**src/rtl/button_debounce_multi_pkg.sv**
```systemverilog
// dds_btn_pkg: default front-panel timing constants, ms_to_cycles() helper and the per-channel status struct
package dds_btn_pkg;
    localparam int CLK_HZ = 27_000_000;
    localparam int DEBOUNCE_MS = 10;
    localparam int LONG_MS = 1000;
    localparam int REPEAT_MS = 200;
    function automatic int ms_to_cycles(input int ms);
        return ms * (CLK_HZ / 1000);
    endfunction
    typedef struct packed {
        logic pressed;
        logic press;
        logic release_p;
        logic long_p;
    } btn_status_t;
endpackage

```
**src/rtl/button_debounce_multi_if.sv**
```systemverilog
// button_debounce_multi_if: raw pins in, debounced level and press/release/long strobes out; master drives pins, slave is the conditioner
interface button_debounce_multi_if #(
    parameter int N_CH = 4
);
    logic [N_CH-1:0] btn_raw_i;
    logic [N_CH-1:0] pressed_o;
    logic [N_CH-1:0] press_o;
    logic [N_CH-1:0] release_o;
    logic [N_CH-1:0] long_o;
    modport master (output btn_raw_i, input pressed_o, press_o, release_o, long_o);
    modport slave (input btn_raw_i, output pressed_o, press_o, release_o, long_o);
endinterface

```
**src/rtl/button_debounce_multi_ch.sv**
```systemverilog
// btn_debounce_ch: one button channel (synchroniser, bounce filter, hold timer, autorepeat under BTN_AUTOREPEAT_EN); ports clkin_i, reset_i, btn_raw_i -> status_o
module btn_debounce_ch
    import dds_btn_pkg::*;
#(
    parameter int ACTIVE_LOW = 1,
    parameter int SYNC_STAGES = 2,
    parameter int DEBOUNCE_CYCLES = ms_to_cycles(DEBOUNCE_MS),
    parameter int LONG_PRESS_CYCLES = ms_to_cycles(LONG_MS),
    parameter int REPEAT_CYCLES = ms_to_cycles(REPEAT_MS)
) (
    input  logic        clkin_i,
    input  logic        reset_i,
    input  logic        btn_raw_i,
    output btn_status_t status_o
);
    localparam int DW = $clog2(DEBOUNCE_CYCLES);
    localparam int HW = $clog2(LONG_PRESS_CYCLES + 1);
    localparam logic IDLE = ACTIVE_LOW != 0;
    if (SYNC_STAGES < 2 || DEBOUNCE_CYCLES < 2 || LONG_PRESS_CYCLES < 2 || REPEAT_CYCLES < 2) begin : g_bad_cfg
        $error("btn_debounce_ch: timing parameters must be >= 2");
    end
    logic [SYNC_STAGES-1:0] sync_q, sync_d;
    logic [DW-1:0] db_q, db_d;
    logic [HW-1:0] hold_q, hold_d;
    logic pressed_q, pressed_d, press_q, press_d, rel_q, rel_d, long_q, long_d;
    logic s, flip, held_full;
`ifdef BTN_AUTOREPEAT_EN
    localparam int RW = $clog2(REPEAT_CYCLES);
    logic [RW-1:0] rep_q, rep_d;
`endif
    always_comb begin
        sync_d = {sync_q[SYNC_STAGES-2:0], btn_raw_i};
        s = sync_q[SYNC_STAGES-1] ^ IDLE;
        flip = (s != pressed_q) && (db_q == DW'(DEBOUNCE_CYCLES - 1));
        db_d = (s == pressed_q || flip) ? '0 : db_q + 1'b1;
        pressed_d = pressed_q ^ flip;
        press_d = flip & ~pressed_q;
        rel_d = flip & pressed_q;
        held_full = hold_q == HW'(LONG_PRESS_CYCLES);
        hold_d = !pressed_q ? '0 : held_full ? hold_q : hold_q + 1'b1;
        long_d = pressed_q & ~flip & (hold_q == HW'(LONG_PRESS_CYCLES - 1));
`ifdef BTN_AUTOREPEAT_EN
        rep_d = (pressed_q && held_full) ? ((rep_q == RW'(REPEAT_CYCLES - 1)) ? '0 : rep_q + 1'b1) : '0;
        long_d = long_d | (pressed_q & ~flip & held_full & (rep_q == RW'(REPEAT_CYCLES - 1)));
`endif
    end
    always_ff @(posedge clkin_i) begin
        if (reset_i) begin
            sync_q <= {SYNC_STAGES{IDLE}};
            db_q <= '0;
            hold_q <= '0;
            pressed_q <= 1'b0;
            press_q <= 1'b0;
            rel_q <= 1'b0;
            long_q <= 1'b0;
`ifdef BTN_AUTOREPEAT_EN
            rep_q <= '0;
`endif
        end else begin
            sync_q <= sync_d;
            db_q <= db_d;
            hold_q <= hold_d;
            pressed_q <= pressed_d;
            press_q <= press_d;
            rel_q <= rel_d;
            long_q <= long_d;
`ifdef BTN_AUTOREPEAT_EN
            rep_q <= rep_d;
`endif
        end
    end
    assign status_o = '{pressed: pressed_q, press: press_q, release_p: rel_q, long_p: long_q};
endmodule

```
**src/rtl/button_debounce_multi.sv**
```systemverilog
// button_debounce_multi: N_CH independent button conditioners; ports clkin_i, reset_i, bus (slave: btn_raw_i in; pressed_o/press_o/release_o/long_o out); BTN_AUTOREPEAT_EN adds autorepeat long_o ticks
module button_debounce_multi
    import dds_btn_pkg::*;
#(
    parameter int N_CH = 4,
    parameter int ACTIVE_LOW = 1,
    parameter int SYNC_STAGES = 2,
    parameter int DEBOUNCE_CYCLES = ms_to_cycles(DEBOUNCE_MS),
    parameter int LONG_PRESS_CYCLES = ms_to_cycles(LONG_MS),
    parameter int REPEAT_CYCLES = ms_to_cycles(REPEAT_MS)
) (
    input logic clkin_i,
    input logic reset_i,
    button_debounce_multi_if.slave bus
);
    btn_status_t st [N_CH];
    for (genvar i = 0; i < N_CH; i++) begin : g_ch
        btn_debounce_ch #(
            .ACTIVE_LOW(ACTIVE_LOW),
            .SYNC_STAGES(SYNC_STAGES),
            .DEBOUNCE_CYCLES(DEBOUNCE_CYCLES),
            .LONG_PRESS_CYCLES(LONG_PRESS_CYCLES),
            .REPEAT_CYCLES(REPEAT_CYCLES)
        ) u_ch (
            .clkin_i(clkin_i),
            .reset_i(reset_i),
            .btn_raw_i(bus.btn_raw_i[i]),
            .status_o(st[i])
        );
    end
    always_comb begin
        for (int c = 0; c < N_CH; c++) begin
            bus.pressed_o[c] = st[c].pressed;
            bus.press_o[c] = st[c].press;
            bus.release_o[c] = st[c].release_p;
            bus.long_o[c] = st[c].long_p;
        end
    end
endmodule

```
**src/flat_wrapper.sv**
```systemverilog
// flat-port wrapper written by rule: the top's interface ports become plain ports
module button_debounce_multi_flat import dds_btn_pkg::*;
#(
    parameter int N_CH = 4,
    parameter int ACTIVE_LOW = 1,
    parameter int SYNC_STAGES = 2,
    parameter int DEBOUNCE_CYCLES = ms_to_cycles(DEBOUNCE_MS),
    parameter int LONG_PRESS_CYCLES = ms_to_cycles(LONG_MS),
    parameter int REPEAT_CYCLES = ms_to_cycles(REPEAT_MS)
)
  (clkin_i, reset_i, bus_btn_raw_i, bus_pressed_o, bus_press_o, bus_release_o, bus_long_o);
  button_debounce_multi_if #(.N_CH(N_CH)) bus_i ();
  input logic clkin_i;
  input logic reset_i;
  input wire logic [$bits(bus_i.btn_raw_i)-1:0] bus_btn_raw_i;
  output wire logic [$bits(bus_i.pressed_o)-1:0] bus_pressed_o;
  output wire logic [$bits(bus_i.press_o)-1:0] bus_press_o;
  output wire logic [$bits(bus_i.release_o)-1:0] bus_release_o;
  output wire logic [$bits(bus_i.long_o)-1:0] bus_long_o;
  assign bus_i.btn_raw_i = bus_btn_raw_i;
  assign bus_pressed_o = bus_i.pressed_o;
  assign bus_press_o = bus_i.press_o;
  assign bus_release_o = bus_i.release_o;
  assign bus_long_o = bus_i.long_o;
  button_debounce_multi #(.N_CH(N_CH), .ACTIVE_LOW(ACTIVE_LOW), .SYNC_STAGES(SYNC_STAGES), .DEBOUNCE_CYCLES(DEBOUNCE_CYCLES), .LONG_PRESS_CYCLES(LONG_PRESS_CYCLES), .REPEAT_CYCLES(REPEAT_CYCLES)) u_core (.clkin_i(clkin_i), .reset_i(reset_i), .bus(bus_i));
endmodule
```
**config.mk**
```make
export PLATFORM = sky130hd
export DESIGN_NAME = button_debounce_multi_flat
export DESIGN_NICKNAME = d
export VERILOG_FILES = /design/src/rtl/button_debounce_multi_pkg.sv /design/src/rtl/button_debounce_multi_if.sv /design/src/rtl/button_debounce_multi_ch.sv /design/src/rtl/button_debounce_multi.sv /design/src/flat_wrapper.sv
export SDC_FILE = /design/constraint.sdc
export NUM_CORES = 1
export LEC_CHECK = 0
export CAP_MARGIN = 20
export CORE_MARGIN = 3
export CORE_UTILIZATION = 45
export CTS_BUF_LIST = sky130_fd_sc_hd__clkbuf_4 sky130_fd_sc_hd__clkbuf_8 sky130_fd_sc_hd__clkbuf_16
export CTS_CLUSTER_SIZE = 40
export DETAILED_ROUTE_END_ITERATION = 8
export PLACE_DENSITY = 0.63
export SLEW_MARGIN = 10
export SYNTH_ARGS = -nofsm -noshare
export SYNTH_HDL_FRONTEND = slang
export SYNTH_SLANG_ARGS = --single-unit
```
**constraint.sdc**
```tcl
create_clock -name clkin_i -period 1.8 [get_ports clkin_i]
set_input_delay 0.36 -clock clkin_i [delete_from_list [all_inputs] [get_ports clkin_i]]
set_output_delay 0.36 -clock clkin_i [all_outputs]
set_load 0.05 [all_outputs]
```
-- After elaboration in Yosys (flattened, before gate mapping)
Cells that the tools add are included.
- reduce and logical (&&, ||, !) cells: 16
- $add $sub $neg: 8
- bitwise operators: 32
- eq/ne operators: 20
- operator list (kind ; number):
    25-bit == test (second input constant) ; 8
    25-bit by 1-bit adder with 25-bit output (second input constant) ; 4
    19-bit by 1-bit adder with 19-bit output (second input constant) ; 4
    19-bit == test (second input constant) ; 4
    1-bit bitwise AND ; 16
    2-bit OR reduction ; 8
    1-bit inverter ; 12
    1-bit == test ; 4
    1-bit logical AND ; 4
    1-bit logical OR ; 4
    1-bit != test ; 4
    1-bit bitwise XOR ; 4
- register bits after elaboration: 200
- output and inout bits: 16
- input port bits: 6

-- Logic depth before layout (Yosys ltp)
Gate-level depths: netlist (run 1).
- depth in word-level cells: 6
- gate-level depth with buffers: 9

-- Cells and area by module
A second synthesis (run 1) with hierarchy kept.
- cell total of the unflattened synthesis: 1148
- area, all modules: 9859.5 µm²
- by module, submodules not included (module ; cells each ; area each (µm²) ; sequential area each (µm²) ; times used):
    btn_debounce_ch ; 287 ; 2464.9 ; 1001.0 ; 4

-- Least setup slack after synthesis (run 1)
OpenSTA, ideal clock, no wires.
- path type: register to register
- from: reg u_core.g_ch[0].u_ch.db_q[0]
- to: reg u_core.g_ch[0].u_ch.long_q
- library setup time: 117 ps
- slack: -133 ps
- arrival time: 1816 ps
- period minus slack after synthesis: 1933 ps
- stages on the path, launching flop included: 9
- path buffers: 0
- required time: 1683 ps
- cell sequence: dfxtp_1 > ha_1 > nand3_1 > or2_2 > nor4_1 > inv_1 > ha_1 > or4bb_1 > nor4_1
- word-level cells in the longest chain between the ends: 5
- ends and longest elaborated chain (what ; line ; source):
    start, declared ; button_debounce_multi_ch.sv:23 ; logic [DW-1:0] db_q, db_d;
    start signal, assigned ; button_debounce_multi_ch.sv:50 ; db_q <= '0;
    start signal, assigned ; button_debounce_multi_ch.sv:61 ; db_q <= db_d;
    19-bit == test ; button_debounce_multi_ch.sv:34 ; flip = (s != pressed_q) && (db_q == DW'(DEBOUNCE_CYCLES - 1));
    1-bit logical AND ; button_debounce_multi_ch.sv:34 ;
    1-bit inverter ; button_debounce_multi_ch.sv:41 ; long_d = pressed_q & ~flip & (hold_q == HW'(LONG_PRESS_CYCLES - 1));
    1-bit bitwise AND (2 in a row) ; button_debounce_multi_ch.sv:41 ;
    end signal, assigned ; button_debounce_multi_ch.sv:66 ; long_q <= long_d;
    end, declared ; button_debounce_multi_ch.sv:25 ; logic pressed_q, pressed_d, press_q, press_d, rel_q, rel_d, long_q, long_d;
No other way between the ends.
A chain may end at the register's enable or synchronous reset.

-- Worst setup path after layout (run 1)
- from: reg u_core.g_ch[2].u_ch.hold_q[9]
- to: reg u_core.g_ch[2].u_ch.hold_q[1]
- word-level cells in the longest chain between the ends: 1
- ends and longest elaborated chain (what ; line ; source):
    start, declared ; button_debounce_multi_ch.sv:24 ; logic [HW-1:0] hold_q, hold_d;
    start signal, assigned ; button_debounce_multi_ch.sv:62 ; hold_q <= hold_d;
    25-bit == test ; button_debounce_multi_ch.sv:39 ; held_full = hold_q == HW'(LONG_PRESS_CYCLES);
No other way between the ends.

==> metrics.txt, run 1 <==
Area Growth Syn to Fin=21.4%; layout cell share with drive strength beyond 1=about 18%; cts bufs inserted=17; wirelength, routed=roughly 16000 um; R2R Path End=u_core.g_ch[2].u_ch.hold_q[1]; port bufs=21; nets=1134; remaining global-route overflow=0; CTS Hold Bufs=0; worst setup path class=flop to flop; hold crit path type=flop to flop; final hold violation count=0; sequential share of power=52.7%; Setup crit start kind=flop; Tmin final=approximately 1.8 ns; Switching Share=roughly a fifth; post-route ant nets=0; CP Data Required Time=approximately 2.1 ns; Worst R2R Setup Slack=0.02 ns; DR vias=6746; Die W=146 um; Slowest-stage cell, CP=or4_4; Rel. slew slack=69.1%; drt pass-1 iters=4; Power Density=about 800 mW/mm^2; WP data arrival=2.10 ns; DRC=0; worst skew pair latency=0.43 ns; Worst-path clk slew=0.07 ns; routed len/inst=about 12 um; DR iter-0 viols=220; GPL Wtd Cong=a little under 0.8; TNS Setup=0 ns; clock sinks=200; initial antenna violation count=0; fmax=561 MHz; Starting Density=46.5%; Net Count, Synth=1034; Max VDD drop=0.625 mV; Max-Cap Viols=0; clock network power share=46.4%; Die ar.=0.0214 sq mm; Layout Utilization=56.4%; H-Tree Depth=4; reg2reg start=u_core.g_ch[2].u_ch.hold_q[9]; register area share after synthesis=45.3%; RSZ-0062 raised after global routing=yes; Synth Cell Area=0.00884 sq mm; syn avg cell area=8.81 sq um; DP Area=0.00992 sq mm; first-pass GRT wire length=27600 um; worst-path fanout max=5; fin. max-slew vios=0; root buffer cell=clkbuf_16; Antenna diodes=0; core area=approximately 0.019 sq mm; hold_sp=u_core.g_ch[2].u_ch.sync_q[0]; I/O pin count=22; number of global-route vias before repair=6138; worst slew pin tran=~0.46 ns; Die H=~150 um; Synth Instances=between 1k and 1.5k; hold path depth=1; Filler cells=1744; GRT Util Overall=between 10% and 20%; synth warn=0; Comb power frac=less than 1%; Synth Register Bits=200; Pleak=3.66 nW; row cnt=50; element type at the critical path end=flop; run status=finished clean; P_int=6.67 mW; Final setup viols=0; period utilisation layout=98.9%; CTS tree=yes; slowest stage delay, CP=0.44 ns; clock buffer depth=2; largest net degree at the start of global routing=26; post-route cell area=0.0107 sq mm; Worst Reg2Reg Path Length in Cells=5; Hold Crit Endpoint=u_core.g_ch[2].u_ch.sync_q[1]; final setup skew=0.00973 ns; Synth cell types=39; worst path cell trace=or3_1 -> or4_4 -> nor4_4 -> mux2i_1 -> nor2_1; NetSw=1.74 mW; Vias/cell=4.90; dpl hpwl=11000 um
final cells by class:
| cell class | count | area (sq um) | area share [%] |
|---|---|---|---|
| flip-flops and latches | 200 | 4010 | 37.4 |
| well taps | 260 | 325 | 3.03 |
| clock buffers | 21 | 474 | 4.42 |
| repair buffers | 122 | 1010 | 9.42 |
| clock inverters | 11 | 135 | 1.26 |
| inverters | 34 | 128 | 1.19 |
| multi-input cells | 729 | 4650 | 43.3 |
cell usage after synthesis:
| master | count | area, sq um |
|---|---|---|
| nor2_1 | 202 | 758 |
| dfxtp_1 | 200 | 4000 |
| xor2_1 | 100 | 876 |
| nand3_1 | 70 | 350 |
| xnor2_1 | 59 | 517 |
| nand2_1 | 53 | 199 |
| nand4_1 | 51 | 319 |
| inv_1 | 34 | 128 |
| ha_1 | 24 | 300 |
| clkbuf_1 | 22 | 82.6 |
| and3_1 | 20 | 125 |
| nor3_1 | 20 | 100 |
| nor4_1 | 19 | 119 |
| buf_4 | 16 | 120 |
| or2_2 | 13 | 81.3 |
| and4_1 | 11 | 96.3 |
| nor2b_1 | 10 | 62.6 |
| a21oi_1 | 9 | 45.0 |
| and2_1 | 9 | 56.3 |
| nand2b_1 | 9 | 56.3 |
| or3_1 | 9 | 56.3 |
| nor4b_1 | 6 | 52.6 |
| or4_1 | 6 | 45.0 |
| o21ai_0 | 5 | 25.0 |
| mux2i_1 | 4 | 40.0 |
| nor4_2 | 4 | 50.1 |
| nor4bb_1 | 3 | 30.0 |
| or4bb_1 | 3 | 33.8 |
| buf_2 | 2 | 10.0 |
| or3b_2 | 2 | 17.5 |
| buf_1 | 1 | 3.75 |
| nand3b_1 | 1 | 7.51 |
| nand4b_1 | 1 | 8.76 |
| nand4bb_1 | 1 | 11.3 |
| nor3_2 | 1 | 10.0 |
| nor3b_1 | 1 | 7.51 |
| nor4_4 | 1 | 21.3 |
| or3_2 | 1 | 7.51 |
| or4_4 | 1 | 11.3 |
power groups by stage:
stage	clock (mW)	sequential (mW)	combinational (mW)
finish	3.90	4.44	0.0769
global route	4.20	4.44	0.0851
CTS	4.02	4.44	0.0749
detailed placement	0	4.54	0.0749
global placement	0	4.54	0.0750
floorplan	0	4.54	0.0326
cell families after synthesis:
| kind of cell | after synthesis | share of synthesized area (%) |
|---|---|---|
| fa+ha+maj | 24 | 3.40 |
| flops | 200 | 45.3 |
| buf+inv | 75 | 3.89 |
| mux | 4 | 0.453 |
| compound gates | 14 | 0.792 |
| simple gates | 528 | 30.5 |
| xor+xnor | 159 | 15.7 |
per-layer routing:
metal | up-vias | part of all wire (%) | wire, um | track usage (%)
li1 | 3555 | - | - | -
met1 | 3130 | 50 | 8060 | 20.0
met2 | 51 | 46 | 7470 | 24.9
met3 | 10 | 2.7 | 432 | 3.88
met4 | 0 | 0.96 | 155 | 4.33
met5 | - | 0 | 0 | 0
critical path, delay by kind of cell, from the launching register on:
family	cells	cell delay, ns
mux	1	0.23
simple gates	4	1.13
flops	1	0.31
sequential cells by signal, summed over array words and instances (netlist names):
name	count
u_core.g_ch.u_ch.hold_q	100
u_core.g_ch.u_ch.pressed_q	4
u_core.g_ch.u_ch.press_q	4
u_core.g_ch.u_ch.rel_q	4
u_core.g_ch.u_ch.sync_q	8
u_core.g_ch.u_ch.long_q	4
u_core.g_ch.u_ch.db_q	76
what timing repair did:
action | CTS | global route
buffers inserted | 1 | 5
gates resized for setup | 3 | 36
endpoints found under the setup margin | 1 | 54
pin swaps | 1 | 10
gates cloned | 0 | 1
metrics by stage:
step	setup slack (ns)	power, mW	cells	hold slack [ns]
2_1_floorplan	-0.000553	4.57	1004	0.389
4_1_cts	-0.00166	8.53	1371	0.413
6_report	0.0190	8.41	1377	0.411
3_3_place_gp	-0.0252	4.61	1338	0.394
5_1_grt	-0.0867	8.72	1377	0.423
3_5_place_dp	-0.0345	4.61	1338	0.397
worst max path at each step:
stage	from	to	slack [ns]	cells after the start
after floorplan	u_core.g_ch[0].u_ch.db_q[0]	u_core.g_ch[0].u_ch.long_q	-0.0006	8
after global placement	u_core.g_ch[2].u_ch.db_q[1]	u_core.g_ch[2].u_ch.long_q	-0.03	8
after detailed placement	u_core.g_ch[2].u_ch.db_q[1]	u_core.g_ch[2].u_ch.long_q	-0.03	8
after CTS	u_core.g_ch[2].u_ch.db_q[0]	u_core.g_ch[2].u_ch.long_q	-0.002	8
after global routing	u_core.g_ch[2].u_ch.hold_q[9]	u_core.g_ch[2].u_ch.hold_q[1]	-0.09	5
final	u_core.g_ch[2].u_ch.hold_q[9]	u_core.g_ch[2].u_ch.hold_q[1]	0.02	5
cells in the final DEF (no fill, tap or decap), drive strengths merged, types with 11 or more instances in the layout:
cell    netlist  routed
and3         20      20
and4         11      11
buf          19     117
clkbuf       22      21
dfxtp       200     200
ha           24      24
inv          34      39
nand2        53      53
nand3        70      70
nand4        51      51
nor2        202     202
nor3         21      21
nor4         24      24
or2          13      13
xnor2        59      59
xor2        100     100
Power figures use the tool's default switching activity.
==> run 2, diff against run 1 <==
--- a/config.mk
+++ b/config.mk
@@ -11,6 +11,7 @@
 export CTS_BUF_LIST = sky130_fd_sc_hd__clkbuf_4 sky130_fd_sc_hd__clkbuf_8 sky130_fd_sc_hd__clkbuf_16
 export CTS_CLUSTER_SIZE = 40
 export DETAILED_ROUTE_END_ITERATION = 8
+export MAX_ROUTING_LAYER = met4
 export PLACE_DENSITY = 0.63
 export SLEW_MARGIN = 10
 export SYNTH_ARGS = -nofsm -noshare
==> run 2 against run 1 <==
- die area unchanged
- sequential cell count unchanged
- wire length decreased by 0.27%
- power decreased by 0.10%
- clock skew about the same
- fmax decreased by 0.15%
- critical path depth unchanged
- utilization unchanged
==> metrics.txt, run 2 (synthesized netlist as in run 1, its figures left out) <==
Largest register FFs=100 (unchanged); largest net degree at the start of global routing=26 (unchanged); Final Power=8.41 mW (-0.10%); DR iter-0 viols=233 (+5.9%); post-route cell area=0.0107 sq mm (unchanged); P_int=6.67 mW (about the same); TNS Setup=0 ns (unchanged); DRC=0 (unchanged); CP Data Required Time=2.12 ns (about the same); global route hottest layer=met2; dpl hpwl=11000 um (unchanged); Max-Cap Viols=0 (unchanged); Power Density=783 mW/mm^2 (-0.10%); Starting Density=46.5% (unchanged); dpl ws=-0.0345 ns (unchanged); CTS tree=yes; most flop-heavy register=u_core.g_ch.u_ch.hold_q; Die ar.=0.0214 sq mm (unchanged); grt met1 use=20.1% (+0.16 points); Antenna diodes=0 (unchanged); Rel. slew slack=69.1% (unchanged); fmax=561 MHz (-0.15%); number of global-route vias before repair=6139 (+0.016%); Filler cells=1744 (unchanged); final hold violation count=0 (unchanged); final setup skew=0.0101 ns (+0.000409 ns); sequential share of power=52.8% (about the same); Switching Share=20.6% (-0.085 points); hold path depth=1 (unchanged); layout cell share with drive strength beyond 1=18.3% (unchanged); run status=finished clean; fin. max-slew vios=0 (unchanged); area of the multi-input gates=0.00465 sq mm (unchanged); CTS Hold Bufs=0 (unchanged); port bufs=21 (unchanged); Setup crit start kind=flop; initial antenna violation count=0 (unchanged); RSZ-0062 raised after global routing=yes; root buffer cell=clkbuf_16; worst setup margin=0.0163 ns (-0.00272 ns); FF+latch area=0.00401 sq mm (unchanged); cts bufs inserted=17 (unchanged); GPL Wtd Cong=0.779 (+1.4%); most frequent cells in the layout=nor2_1, dfxtp_1, buf_4; clock sinks=200 (unchanged); Cells after DPL=1338 (unchanged); routing usage on met3=3.60% (-0.28 points); remaining global-route overflow=0 (unchanged); Worst Reg2Reg Path Length in Cells=5 (unchanged); worst setup path class=flop to flop; clock network power share=46.3% (about the same); Die W=146 um (unchanged); clock buffer depth=2 (unchanged); Final setup viols=0 (unchanged); Vias/cell=4.89 (-0.27%); NetSw=1.73 mW (-0.51%); wirelength, routed=16100 um (-0.27%); Die H=146 um (unchanged); period utilisation layout=99.1% (+0.15 points); hold crit path type=flop to flop; I/O pin count=22 (unchanged); Area Growth Syn to Fin=21.4% (unchanged); routed len/inst=11.7 um (-0.27%); DR vias=6728 (-0.27%); DP Area=0.00992 sq mm (unchanged); GRT Util Overall=15.7% (+0.49 points); core area=0.0190 sq mm (unchanged); H-Tree Depth=4 (unchanged); Tmin final=1.78 ns (+0.00272 ns); Finished Layout Cells=1377 (unchanged); element type at the critical path end=flop; worst slew pin tran=0.459 ns (unchanged); post-route ant nets=0 (unchanged); met2 Use GR=24.9% (-0.069 points); worst skew pair latency=0.43 ns (about the same); drt pass-1 iters=4 (unchanged); commonest non-fill, non-tap cell in the layout=nor2_1; worst-path fanout max=5 (unchanged); row cnt=50 (unchanged); nets=1134 (unchanged); Pleak=3.66 nW (unchanged); first-pass GRT wire length=27600 um (+0.15%); WP data arrival=2.10 ns (about the same); Worst-path clk slew=0.07 ns (about the same); Max VDD drop=0.620 mV (-0.71%); Comb power frac=0.9% (about the same); Largest regs=u_core.g_ch.u_ch.hold_q: 100 flops, u_core.g_ch.u_ch.db_q: 76 flops, u_core.g_ch.u_ch.sync_q: 8 flops
-- run 2: cell counts in the layout (fill, tap and decap cells not counted) --
No cell type changed its count.
-- run 2: final cells by class --
type,instances,area share [%]
sequential,200,37.4
inverter,34,1.19
clock buffer,21,4.42
tap,260,3.03
clock inverter,11,1.26
timing repair buffer,122,9.42
multi-input combinational,729,43.3
-- run 2: path summary, 6_finish.rpt --
path | end | slack (ns) | from
hold / removal | u_core.g_ch[2].u_ch.sync_q[1] | 0.41 | u_core.g_ch[2].u_ch.sync_q[0]
setup reg to reg | u_core.g_ch[2].u_ch.hold_q[1] | 0.02 | u_core.g_ch[2].u_ch.hold_q[9]
hold reg to reg | u_core.g_ch[2].u_ch.sync_q[1] | 0.41 | u_core.g_ch[2].u_ch.sync_q[0]
setup / recovery | u_core.g_ch[2].u_ch.hold_q[1] | 0.02 | u_core.g_ch[2].u_ch.hold_q[9]
-- run 2: power by group through the flow --
stage	Clock (mW)	Combinational [mW]	Sequential, mW
6_report	3.89	0.0769	4.44
5_1_grt	4.20	0.0851	4.44
4_1_cts	4.02	0.0749	4.44
3_5_place_dp	0	0.0749	4.54
3_3_place_gp	0	0.0750	4.54
2_1_floorplan	0	0.0326	4.54
-- run 2: through the flow --
stage	hold slack, ns	util (%)
3_3_place_gp	0.394	52.2
4_1_cts	0.413	55.5
5_1_grt	0.423	56.4
3_5_place_dp	0.397	52.2
2_1_floorplan	0.389	-
6_report	0.411	56.4
-- run 2: metal layers --
metal,share of wire (%),vias to the layer above
li1,-,3557
met5,0,-
met4,1.0,0
met1,50,3114
met2,46,46
met3,2.5,11
-- run 2: what timing repair did --
| item | CTS | global route |
|---|---|---|
| pin swaps | 1 | 10 |
| gates resized for setup | 3 | 36 |
| setup endpoints to repair | 1 | 55 |
| buffers inserted | 1 | 5 |
| gates cloned | 0 | 1 |
-- run 2: worst max-delay path: stages (launching register included) --
cell     delay, ns
dfxtp_1       0.31
or3_1         0.35
or4_4         0.44
nor4_4        0.29
mux2i_1       0.23
nor2_1        0.05
